[config.mk]
export PLATFORM = sky130hd
export DESIGN_NAME = shl8_seq
export DESIGN_NICKNAME = d
export VERILOG_FILES = /design/src/rtl/shl8_seq.sv
export SDC_FILE = /design/constraint.sdc
export NUM_CORES = 1
export LEC_CHECK = 0
export CAP_MARGIN = 20
export CORE_ASPECT_RATIO = 0.5
export CORE_MARGIN = 3
export CORE_UTILIZATION = 25
export DETAILED_ROUTE_END_ITERATION = 8
export HOLD_SLACK_MARGIN = 0.02
export PLACE_DENSITY = 0.61
export SLEW_MARGIN = 30
export SYNTH_ARGS = -nofsm -noshare
export SYNTH_HDL_FRONTEND = slang
export SYNTH_SLANG_ARGS = --single-unit
[constraint.sdc]
create_clock -name clk -period 3.7 [get_ports clk]
set_input_delay 0.74 -clock clk [delete_from_list [all_inputs] [get_ports clk]]
set_output_delay 0.74 -clock clk [all_outputs]
set_load 0.01 [all_outputs]
[src/rtl/shl8_seq.sv]
// shl8_seq: multi-cycle left-shift sequencer driving an 8-bit combinational shifter; define ROTATE_EN for rotate support
module shl8_seq #(
    parameter int CNT_W = 5
) (
    input  logic             clk,
    input  logic             rst_n,
    input  logic             in_valid,
    output logic             in_ready,
    input  logic [7:0]       in_a,
    input  logic [CNT_W-1:0] in_count,
`ifdef ROTATE_EN
    input  logic             in_rot,
`endif
    output logic             out_valid,
    input  logic             out_ready,
    output logic [7:0]       out_res,
    output logic             out_carry,
    output logic [7:0]       shl_a,
    output logic [2:0]       shl_shift,
    input  logic [7:0]       shl_res,
    input  logic             shl_carry
);
    typedef enum logic [1:0] {IDLE, SHIFT, DONE} state_t;
    state_t state, state_nx;
    logic [7:0] acc, acc_nx;
    logic [CNT_W-1:0] rem, rem_nx;
    logic carry, carry_nx;
    logic [2:0] chunk;
`ifdef ROTATE_EN
    logic rot, rot_nx;
`endif
    assign chunk = (rem > CNT_W'(7)) ? 3'd7 : rem[2:0];
    assign in_ready = state == IDLE;
    assign out_valid = state == DONE;
    assign out_res = acc;
    assign out_carry = carry;
    assign shl_a = acc;
    assign shl_shift = (state == SHIFT) ? chunk : 3'd0;
    // Next state: load on accept, step one chunk per SHIFT cycle, hold result until consumed
    always_comb begin
        state_nx = state;
        acc_nx = acc;
        rem_nx = rem;
        carry_nx = carry;
`ifdef ROTATE_EN
        rot_nx = rot;
`endif
        if (state == IDLE) begin
            if (in_valid) begin
                acc_nx = in_a;
                rem_nx = in_count;
                carry_nx = 1'b0;
`ifdef ROTATE_EN
                rot_nx = in_rot;
                rem_nx = in_rot ? CNT_W'(in_count[2:0]) : in_count;
`endif
                state_nx = (rem_nx == '0) ? DONE : SHIFT;
            end
        end else if (state == SHIFT) begin
`ifdef ROTATE_EN
            if (acc == 8'd0 && !rot) begin
`else
            if (acc == 8'd0) begin
`endif
                rem_nx = '0;
                carry_nx = 1'b0;
                state_nx = DONE;
            end else begin
                acc_nx = shl_res;
                carry_nx = shl_carry;
`ifdef ROTATE_EN
                acc_nx = rot ? (shl_res | (acc >> (4'd8 - {1'b0, chunk}))) : shl_res;
                carry_nx = rot ? acc_nx[0] : shl_carry;
`endif
                rem_nx = rem - CNT_W'(chunk);
                state_nx = (rem_nx == '0) ? DONE : SHIFT;
            end
        end else if (out_ready) begin
            state_nx = IDLE;
        end
    end
    // State and datapath registers with asynchronous abort to reset values
    always_ff @(posedge clk or negedge rst_n) begin
        if (!rst_n) begin
            state <= IDLE;
            acc <= 8'd0;
            rem <= '0;
            carry <= 1'b0;
`ifdef ROTATE_EN
            rot <= 1'b0;
`endif
        end else begin
            state <= state_nx;
            acc <= acc_nx;
            rem <= rem_nx;
            carry <= carry_nx;
`ifdef ROTATE_EN
            rot <= rot_nx;
`endif
        end
    end
endmodule
# Word-level counts from Yosys, hierarchy flattened
# Cells that the tools add are included.
# W data, S select, Z words.
[op_classes]
muxes = 21
reduce_logical = 9
n_eq_ne = 4
addsub = 1
order_cmp = 1
[ops]
columns = ["cell", "n"]
rows = [
  ["$mux W8", 4],
  ["$mux W5", 4],
  ["$mux W2", 7],
  ["$logic_not A5 Y1", 2],
  ["$logic_not A8 Y1", 1],
  ["$mux W3", 2],
  ["$gt A5 B3 Y1 const B", 1],
  ["$sub A5 B3 Y5", 1],
  ["$mux W1", 4],
  ["$ne A2 B2 Y1 const B", 2],
  ["$reduce_and A2 Y1", 2],
  ["$reduce_and A3 Y1", 1],
  ["$reduce_bool A3 Y1", 1],
  ["$eq A2 B1 Y1 const B", 1],
  ["$eq A2 B2 Y1 const B", 1],
  ["$logic_not A2 Y1", 1],
  ["$reduce_bool A2 Y1", 1],
]
[word_totals]
elab_cells = 40
output_inout_bits = 22
ff_bits = 16
inputBits = 26

# Longest topological paths before layout
# Gate-level depths: netlist (run 1).
[depth]
ltp_word = 8
ltp_mapped = 10
mapped_depth_nobuf = 8

# Least setup slack after synthesis (run 1)
# OpenSTA, ideal clock, no wires.
[synth_timing]
path_kind = "register to register"
start = "register rem[4]"
end = "register state[1]"
t_arrival_ns = 1.770
period_less_slack_ns = 1.888
stages_incl_launch_ff = 11
n_path_buf = 2
required_ns = 3.581
setup_time_ns = 0.119
setup_slack_ns = 1.812
cell_sequence = "dfrtp_1 buf_6 nor2_1 nor2_1 inv_1 ha_1 clkbuf_2 nor4b_1 a21o_1 o311a_1 o21a_1"
[synth_between]
elab_chain_cells = 8
[synth_lines]
columns = ["element", "line", "rtl"]
rows = [
  ["start, declared", "26", "logic [CNT_W-1:0] rem, rem_nx;"],
  ["start signal, assigned", "95", "rem <= rem_nx;"],
  ["$gt A5 B3 Y1", "32", "assign chunk = (rem > CNT_W'(7)) ? 3'd7 : rem[2:0];"],
  ["$mux W3", "32", ""],
  ["$sub A5 B3 Y5 *", "75", "rem_nx = rem - CNT_W'(chunk);"],
  ["$logic_not A5 Y1 *", "76", "state_nx = (rem_nx == '0) ? DONE : SHIFT;"],
  ["$mux W2 *", "76", ""],
  ["$mux W2 *", "63", "if (acc == 8'd0) begin"],
  ["$mux W2 *", "59", "end else if (state == SHIFT) begin"],
  ["$mux W2 *", "48", "if (state == IDLE) begin"],
  ["end signal, assigned", "93", "state <= state_nx;"],
  ["end, declared", "24", "state_t state, state_nx;"],
]
# Every way passes the cells marked *; elsewhere a longest branch is shown, timed or not.
# A chain may end at the register's enable or synchronous reset.

# Worst setup path after layout (run 1)
[layout_timing]
start = "register state[0]"
end = "output port shl_shift[0]"
[layout_between]
elab_chain_cells = 2
[layout_lines]
columns = ["element", "line", "rtl"]
rows = [
  ["$eq A2 B1 Y1", "38", "assign shl_shift = (state == SHIFT) ? chunk : 3'd0;"],
  ["$mux W3", "38", ""],
  ["end, declared", "19", "output logic [2:0] shl_shift,"],
]
# Every way passes these cells.

==> flow_summary.toml, run 1 <==
[status]
status = "finished clean"

[power_and_ir_drop]
combPwrFrac_pct = 62.2
clkPwrFrac_pct = 9.4
internal_power_w = 0.000794
p_sw_w = 0.000569
ir_worst_vdd_mv = 0.236
leakage_nw = 0.632
p_seq_share_pct = 28.4
p_per_area_nw_per_um2 = 876
swShare_pct = 41.8

[timing]
clock.fmax_mhz = 375
rsz0062_at_grt = "no"
max_slew_margin_pct = 50.7
tightest_slew_ps = 737
setup_violations = 0
finalWorstSetupSlack_ps = 1030
slew_violations = 0
min_period_ps = 2670
skew_ps = 7.71
timing.final.crit_share_pct = 72.1
setup_tns_ps = 0
hold_viol_final = 0

[worst_hold_path]
hold_start = "out_carry$_DFFE_PN0P_"
hold_path_end = "out_carry$_DFFE_PN0P_"
worstHoldPathType = "reg -> reg"
holdPathStages = 1

[placed_design]
numPortBuffers = 47
dp_worst_setup_slack_ps = 1330
hpwl_um = 2230
place.gp.congestion = 0.860
dp.cells = 204
place_area_um2 = 1510

[clocking]
worstSkewPairLatency_ps = 250
cts_setup_buffers = 0
post_cts_resized = 0
cts_made_buffers = 3
htreeDepth = 1
cts.sink_count = 16
cts_tree = "built"
cts_buffer_depth = 2
postCtsHoldBufs = 0
clk_pin_slew_worst_paths_ps = 60
cts_root_buf = "clkbuf_8"

[finish]
nNetsFinal = 183
diodes = 0
stdcell_area_um2 = 1560
area_delta_synth_final_pct = 45.9
drive_gt1_share_pct = 8.50
final_cell_mix = "47 x clkdlybuf4s50_1, 16 x nand2_1, 16 x dfrtp_1, 13 x o21ai_1, 10 x mux2i_1"
layout.cells.non_filler = 207
final_common_cell = "clkdlybuf4s50_1"

[yosys]
ys_seq_area_share_pct = 37.6
ys.flop_type = "dfrtp_1"
ys_warn_count = 0
synthArstFlopShare_pct = 100
netlist_instances = 115
synth_seq_cells = 16
synth_fp_nets = 143
synth_area_per_cell_um2 = 9.27
synthDistinctLibCells = 33
synth_edf_count = 0
syn_area_um2 = 1070

[floorplanning]
core_um2 = 4000
die-area_um2 = 5130
num_io_pins = 48
die-width_um = 98.4
die_h_um = 52.2
rows = 16
start_util_pct = 26.6

[global_routing]
grt_pass1_wl_um = 4530
grt_start_max_net_pins = 17
grt-ovfl-total = 0
grt_pass1_vias = 917
track_usage_pct = 11.4
antenna_found_initial = 0

[run]
cap_violations = 0

[critical_path]
r2r-start = "rem[3]$_DFFE_PN0P_"
crit_type = "reg -> out"
r2r_slack_ps = 1590
cp-end-kind = "output pin"
cp.arrival_ps = 1930
cp_max_fo = 7
r2r_cells = 7
crit_path_start_kind = "register"
cp_data_required_time_ps = 2960
r2r_end = "state[1]$_DFFE_PN0P_"

[routing]
routed_via_density = 4.62
drt-total-wl_um = 2690
wire_per_inst_um = 13.0
drc = 0
drt_iter0_markers = 21
vias = 957
firstDrtPassIters = 4
ant_nets = 0
[kinds of logic (layout without fill, tap and decap cells)]
| logic type | Yosys count | count (layout) | synth area share (%) |
|---|---|---|---|
| AOI/OAI and AO/OA | 34 | 34 | 22.2 |
| adders and majority gates | 2 | 2 | 2.35 |
| buffers and inverters | 16 | 54 | 10.6 |
| DFF | 16 | 16 | 37.6 |
| muxes | 10 | 10 | 9.39 |
| and+or+nand+nor | 37 | 37 | 18.0 |
[metrics by stage]
stage / util, % / hold WS, ps / total power [W]
2_1_floorplan: - / 444 / 0.000951
4_1_cts: 38.8 / 527 / 0.00139
3_3_place_gp: 37.8 / 503 / 0.00124
5_1_grt: 38.8 / 544 / 0.00149
3_5_place_dp: 37.8 / 512 / 0.00125
6_report: 38.8 / 517 / 0.00136
[cell type report]
cell class	count	area (µm²)
Clock buffer	3	41.3
Fill cell	414	2450
Inverter	2	7.51
Multi-Input combinational cell	83	553
Sequential cell	16	400
Tap cell	54	67.6
Timing Repair Buffer	49	485
[layer usage]
layer  track usage [%]  up-vias  routed length, µm  share of wire (%)
li1                  -      479                  -                  -
met1              15.2      452               1280                 48
met4              4.08        0                 42                1.6
met5                 0        -                  0                  0
met3              2.79        4                137                5.1
met2              18.0       22               1230                 46
[critical path, stage by stage, from the launching register on]
cell,delay (ps)
dfrtp_1,420
inv_1,170
nor2_1,360
o31a_2,210
clkdlybuf4s50_1,530
[synth_stat cells (all sizes together) (2+ instances only)]
library cell  instances  share of area, %
a21oi                 3               1.4
a22oi                 5               3.5
buf                  13               9.4
dfrtp                16                38
ha                    2               2.3
inv                   2              0.70
mux2i                10               9.4
nand2                16               5.6
nand2b                2               1.2
nand3                 2              0.94
nor2                  8               2.8
nor2b                 3               2.5
nor4                  2               2.3
o21ai                14               6.6
o21bai                2               2.5
o31a                  3               2.8
[registers in the layout, summed over array words and instances (netlist names)]
register,flops
out_carry,1
state,2
rem,5
out_res,8
[power groups by stage]
| stage | registers (W) | logic, W | clock network (W) |
|---|---|---|---|
| global placement | 0.000388 | 0.000856 | 0 |
| floorplan | 0.000366 | 0.000585 | 0 |
| detailed placement | 0.000391 | 0.000859 | 0 |
| CTS | 0.000388 | 0.000863 | 0.000135 |
| finish | 0.000387 | 0.000848 | 0.000129 |
| global route | 0.000409 | 0.000939 | 0.000142 |
[worst max-delay path by stage]
stage                               from                    to  cells past startpoint
CTS                 state[0]$_DFFE_PN0P_          shl_shift[0]                      4
global route        state[0]$_DFFE_PN0P_          shl_shift[0]                      4
detailed placement  state[0]$_DFFE_PN0P_          shl_shift[0]                      4
floorplan             rem[4]$_DFFE_PN0P_  state[1]$_DFFE_PN0P_                     10
finish              state[0]$_DFFE_PN0P_          shl_shift[0]                      4
global placement    state[0]$_DFFE_PN0P_          shl_shift[2]                      4
Power figures use the tool's default switching activity.
==> run 2: changes to the inputs <==
- clock period: 3.7 -> 2.7 ns (I/O delays scaled with it)
==> run 2 against run 1 <==
  * Routed wire length grew 1.4%
  * Global-route usage decreased by 0.38 points
  * Power increased by 40%
  * Worst hold slack barely moved
  * Final cell count is 0.48% higher
  * Clock power increased by 66%
  * Largest cell class unchanged
  * Highest routed layer unchanged
==> flow_summary.toml, run 2 (synthesis results as in run 1) <==
[status]
status = "finished clean"

[critical_path]
path_cells = "inv_1, nor2_1, o31a_2, clkdlybuf4s50_1"
slowest_stage = "clkdlybuf4s50_1"
r2r-start = "rem[3]$_DFFE_PN0P_"
crit_type = "reg -> out"
r2r_cells = 7
crit_path_start_kind = "register"
cp.arrival_ps = 1880
cp_max_fo = 7
cp_top_family = "buffers and inverters"
crit_path_start = "state[0]$_DFFE_PN0P_"
cp-end-kind = "output pin"
r2r_slack_ps = 560
r2r_end = "state[1]$_DFFE_PN0P_"
slowest_delay_ps = 530
cp_num_buf_inv = 2
cp_data_required_time_ps = 2160

[floorplanning]
num_io_pins = 48
start_util_pct = 26.6
rows = 16
core_um2 = 4000
die-area_um2 = 5130
die_h_um = 52.2
die-width_um = 98.4

[placed_design]
place.gp.congestion = 0.796
dp_worst_setup_slack_ps = 557
hpwl_um = 2140
numPortBuffers = 47
dp.cells = 204

[timing]
timing.final.crit_share_pct = 89.7
rsz0062_at_grt = "no"
slew_violations = 0
max_slew_margin_pct = 51.4
tightest_slew_ps = 726
hold_viol_final = 0
setup_violations = 0
setup_tns_ps = 0
whs_ps = 517
skew_ps = 2.18
clock.fmax_mhz = 413
finalWorstSetupSlack_ps = 279
min_period_ps = 2420

[routing]
routed_via_density = 4.55
drc = 0
wire_per_inst_um = 13.1
drt_iter0_markers = 19
drt-total-wl_um = 2730
firstDrtPassIters = 4
ant_nets = 0
vias = 947

[worst_hold_path]
hold_path_end = "out_carry$_DFFE_PN0P_"
worstHoldPathType = "reg -> reg"
holdPathStages = 1
hold_start = "out_carry$_DFFE_PN0P_"

[clocking]
cts_made_buffers = 3
postCtsHoldBufs = 0
cts_buffer_depth = 2
cts_root_buf = "clkbuf_8"
cts_tree = "built"
worstSkewPairLatency_ps = 250
post_cts_resized = 0
cts.sink_count = 16
clk_pin_slew_worst_paths_ps = 60
cts_setup_buffers = 0
htreeDepth = 1

[global_routing]
grt_start_max_net_pins = 21
grt-ovfl-total = 0
grt_pass1_wl_um = 4530
track_usage_pct = 11.0
grt_pass1_vias = 951
antenna_found_initial = 0

[run]
cap_violations = 0

[finish]
final_common_cell = "clkdlybuf4s50_1"
largest_reg_flops = 8
layout.cells.non_filler = 208
final_cell_mix = "47 x clkdlybuf4s50_1, 16 x nand2_1, 16 x dfrtp_1, 13 x o21ai_1, 10 x mux2i_1"
area_delta_synth_final_pct = 47.2
fillers = 392
diodes = 0
drive_gt1_share_pct = 9.09
nNetsFinal = 183

[power_and_ir_drop]
leakage_nw = 0.639
ir_worst_vdd_mv = 0.329
p_per_area_nw_per_um2 = 1220
finalPower_w = 0.00191
==> run 2: layout make-up <==
class                      count  area [µm²]  share of cell area, %
sequential                    16         400                   25.5
multi-input combinational     83         553                   35.2
timing repair buffer          49         485                   30.9
tap                           54        67.6                   4.31
inverter                       2        7.51                  0.478
clock buffer                   4        55.1                   3.51
==> run 2: worst max path at each step <==
stage / endpoint / slack [ps] / depth (start not counted)
after floorplan: state[1]$_DFFE_PN0P_ / 810 / 10
after global placement: shl_shift[2] / 590 / 4
after detailed placement: shl_shift[0] / 560 / 4
after CTS: shl_shift[0] / 270 / 4
after global routing: shl_shift[1] / 160 / 4
final: shl_shift[0] / 280 / 4
==> run 2: per-layer routing <==
layer  track usage, %  wire length [µm]  vias to the layer above
li1                 -                 -                      487
met3             1.86                97                        2
met5                0                 0                        -
met2             19.1              1350                       19
met4             2.72                18                        0
met1             14.4              1260                      439
==> run 2: where the power goes <==
| group | total (W) | internal, W | switching, W |
|---|---|---|---|
| Clock | 0.000214 | 0.000130 | 0.0000841 |
| Sequential | 0.000526 | 0.000362 | 0.000164 |
| Combinational | 0.00117 | 0.000627 | 0.000546 |
==> run 2: metrics by stage <==
step	instance area (µm²)	util, %
after floorplan	1070	-
after global placement	1510	37.8
after detailed placement	1510	37.8
after CTS	1570	39.2
after global routing	1570	39.2
final	1570	39.2
==> run 3: changes to the inputs <==
- CTS_BUF_LIST: unset -> sky130_fd_sc_hd__clkbuf_4
- clock period: 2.7 -> 3.06 ns (I/O delays scaled with it)
==> run 3 against run 2 <==
  * Clock skew grew 1.4 ps
  * Non-clock buffer count is the same
  * First-iteration DRC count rose by 110%
  * Sequential power shrank 12%
  * Core utilization down 0.72 points
  * Count of clock-buffer cells in the layout down 1
  * Register-to-register slack improved by 370 ps
  * Power is 15% lower
  * Final cell count is the same
  * Sequential share of layout area increased by 0.48 points
  * Global-route usage decreased by 0.33 points
  * Die area unchanged
  * Largest cell class unchanged
  * Largest power group unchanged
  * Highest routed layer unchanged
==> flow_summary.toml, run 3 (synthesis results as in run 1) <==
[status]
status = "finished clean"

[critical_path]
cp.arrival_ps = 1940
cp_top_family = "buffers and inverters"
slowest_delay_ps = 520
crit_type = "reg -> out"
cp_num_buf_inv = 2
crit_path_start_kind = "register"
r2r-start = "rem[3]$_DFFE_PN0P_"
cp_data_required_time_ps = 2450
cp-end-kind = "output pin"
slowest_stage = "clkdlybuf4s50_1"
crit_path_start = "state[0]$_DFFE_PN0P_"
path_cells = "inv_1, nor2_1, o31a_2, clkdlybuf4s50_1"
cp_max_fo = 7

[floorplanning]
num_io_pins = 48
die-area_um2 = 5130
core_um2 = 4000
die_h_um = 52.2
start_util_pct = 26.6
die-width_um = 98.4
rows = 16

[clocking]
cts_made_buffers = 3
cts.sink_count = 16
clk_pin_slew_worst_paths_ps = 100
worstSkewPairLatency_ps = 290
cts_tree = "built"
postCtsHoldBufs = 0
cts_buffer_depth = 2
post_cts_resized = 0
cts_setup_buffers = 0
htreeDepth = 1
cts_root_buf = "clkbuf_4"

[timing]
slew_violations = 0
tightest_slew_ps = 744
rsz0062_at_grt = "no"
max_slew_margin_pct = 50.2
min_period_ps = 2550
setup_violations = 0
hold_viol_final = 0
clock.fmax_mhz = 392
whs_ps = 515
skew_ps = 3.62
timing.final.crit_share_pct = 83.3
setup_tns_ps = 0

[power_and_ir_drop]
p_per_area_nw_per_um2 = 1050
clkPwrFrac_pct = 7.2
combPwrFrac_pct = 64.1
p_sw_w = 0.000700
finalPower_w = 0.00162
internal_power_w = 0.000919
swShare_pct = 43.2
ir_worst_vdd_mv = 0.341
p_seq_share_pct = 28.7
leakage_nw = 0.626

[finish]
fillers = 421
nNetsFinal = 183
diodes = 0
drive_gt1_share_pct = 8.44
seq_area_um2 = 400
largest_reg_flops = 8
fin_util_pct = 38.5
area_delta_synth_final_pct = 44.5
final_common_cell = "clkdlybuf4s50_1"
final_cell_mix = "47 x clkdlybuf4s50_1, 16 x nand2_1, 16 x dfrtp_1, 13 x o21ai_1, 10 x mux2i_1"
multi_input_comb_area_um2 = 553

[global_routing]
grt_pass1_vias = 916
grt-ovfl-total = 0
grt_start_max_net_pins = 21
grt_pass1_wl_um = 4390
antenna_found_initial = 0
track_usage_pct = 10.7

[routing]
vias = 966
drc = 0
firstDrtPassIters = 4
routed_via_density = 4.64
drt_iter0_markers = 40
drt-total-wl_um = 2780
ant_nets = 0
wire_per_inst_um = 13.4

[run]
cap_violations = 0

[placed_design]
place.gp.congestion = 0.779
hpwl_um = 2220
numPortBuffers = 47

[worst_hold_path]
hold_start = "out_carry$_DFFE_PN0P_"
worstHoldPathType = "reg -> reg"
[run 3: cell types whose count changed in the layout (fill, tap and decap cells not counted)]
cell,before,now
clkbuf_4,0,3
clkinv_1,0,1
clkbuf_8,4,0
[run 3: power by group through the flow]
stage	Sequential [W]	Combinational, W	Clock (W)
after floorplan	0.000442	0.000707	0
after global placement	0.000467	0.00104	0
after detailed placement	0.000471	0.00105	0
after CTS	0.000467	0.00106	0.000120
after global routing	0.000489	0.00114	0.000133
final	0.000465	0.00104	0.000116
[run 3: final timing paths]
path,to,slack [ps],cells past startpoint
max,shl_shift[2],510,4
min,out_carry$_DFFE_PN0P_,510,1
max reg2reg,state[1]$_DFFE_PN0P_,930,7
min reg2reg,out_carry$_DFFE_PN0P_,510,1
max in group asynchronous,state[1]$_DFFE_PN0P_,1840,1
min in group asynchronous,rem[1]$_DFFE_PN0P_,750,1
[run 3: per-stage QoR]
stage	cells	instance area, µm²	worst slack (ps)
after floorplan	115	1070	1170
after global placement	204	1510	873
after detailed placement	204	1510	844
after CTS	208	1540	516
after global routing	208	1540	361
final	208	1540	512
[run 3: layout make-up]
cell class	instances	share of cell area [%]
multi-input cells	83	35.9
repair buffers	49	31.5
flip-flops and latches	16	26.0
well taps	54	4.39
clock buffers	3	1.46
inverters	2	0.487
clock inverters	1	0.244
[run 3: per-layer routing]
| metal | track usage (%) | up-vias | routed length (µm) |
|---|---|---|---|
| met5 | 0 | - | 0 |
| met3 | 2.12 | 2 | 101 |
| met1 | 14.1 | 463 | 1320 |
| met2 | 18.7 | 21 | 1340 |
| met4 | 1.36 | 0 | 17 |
| li1 | - | 480 | - |
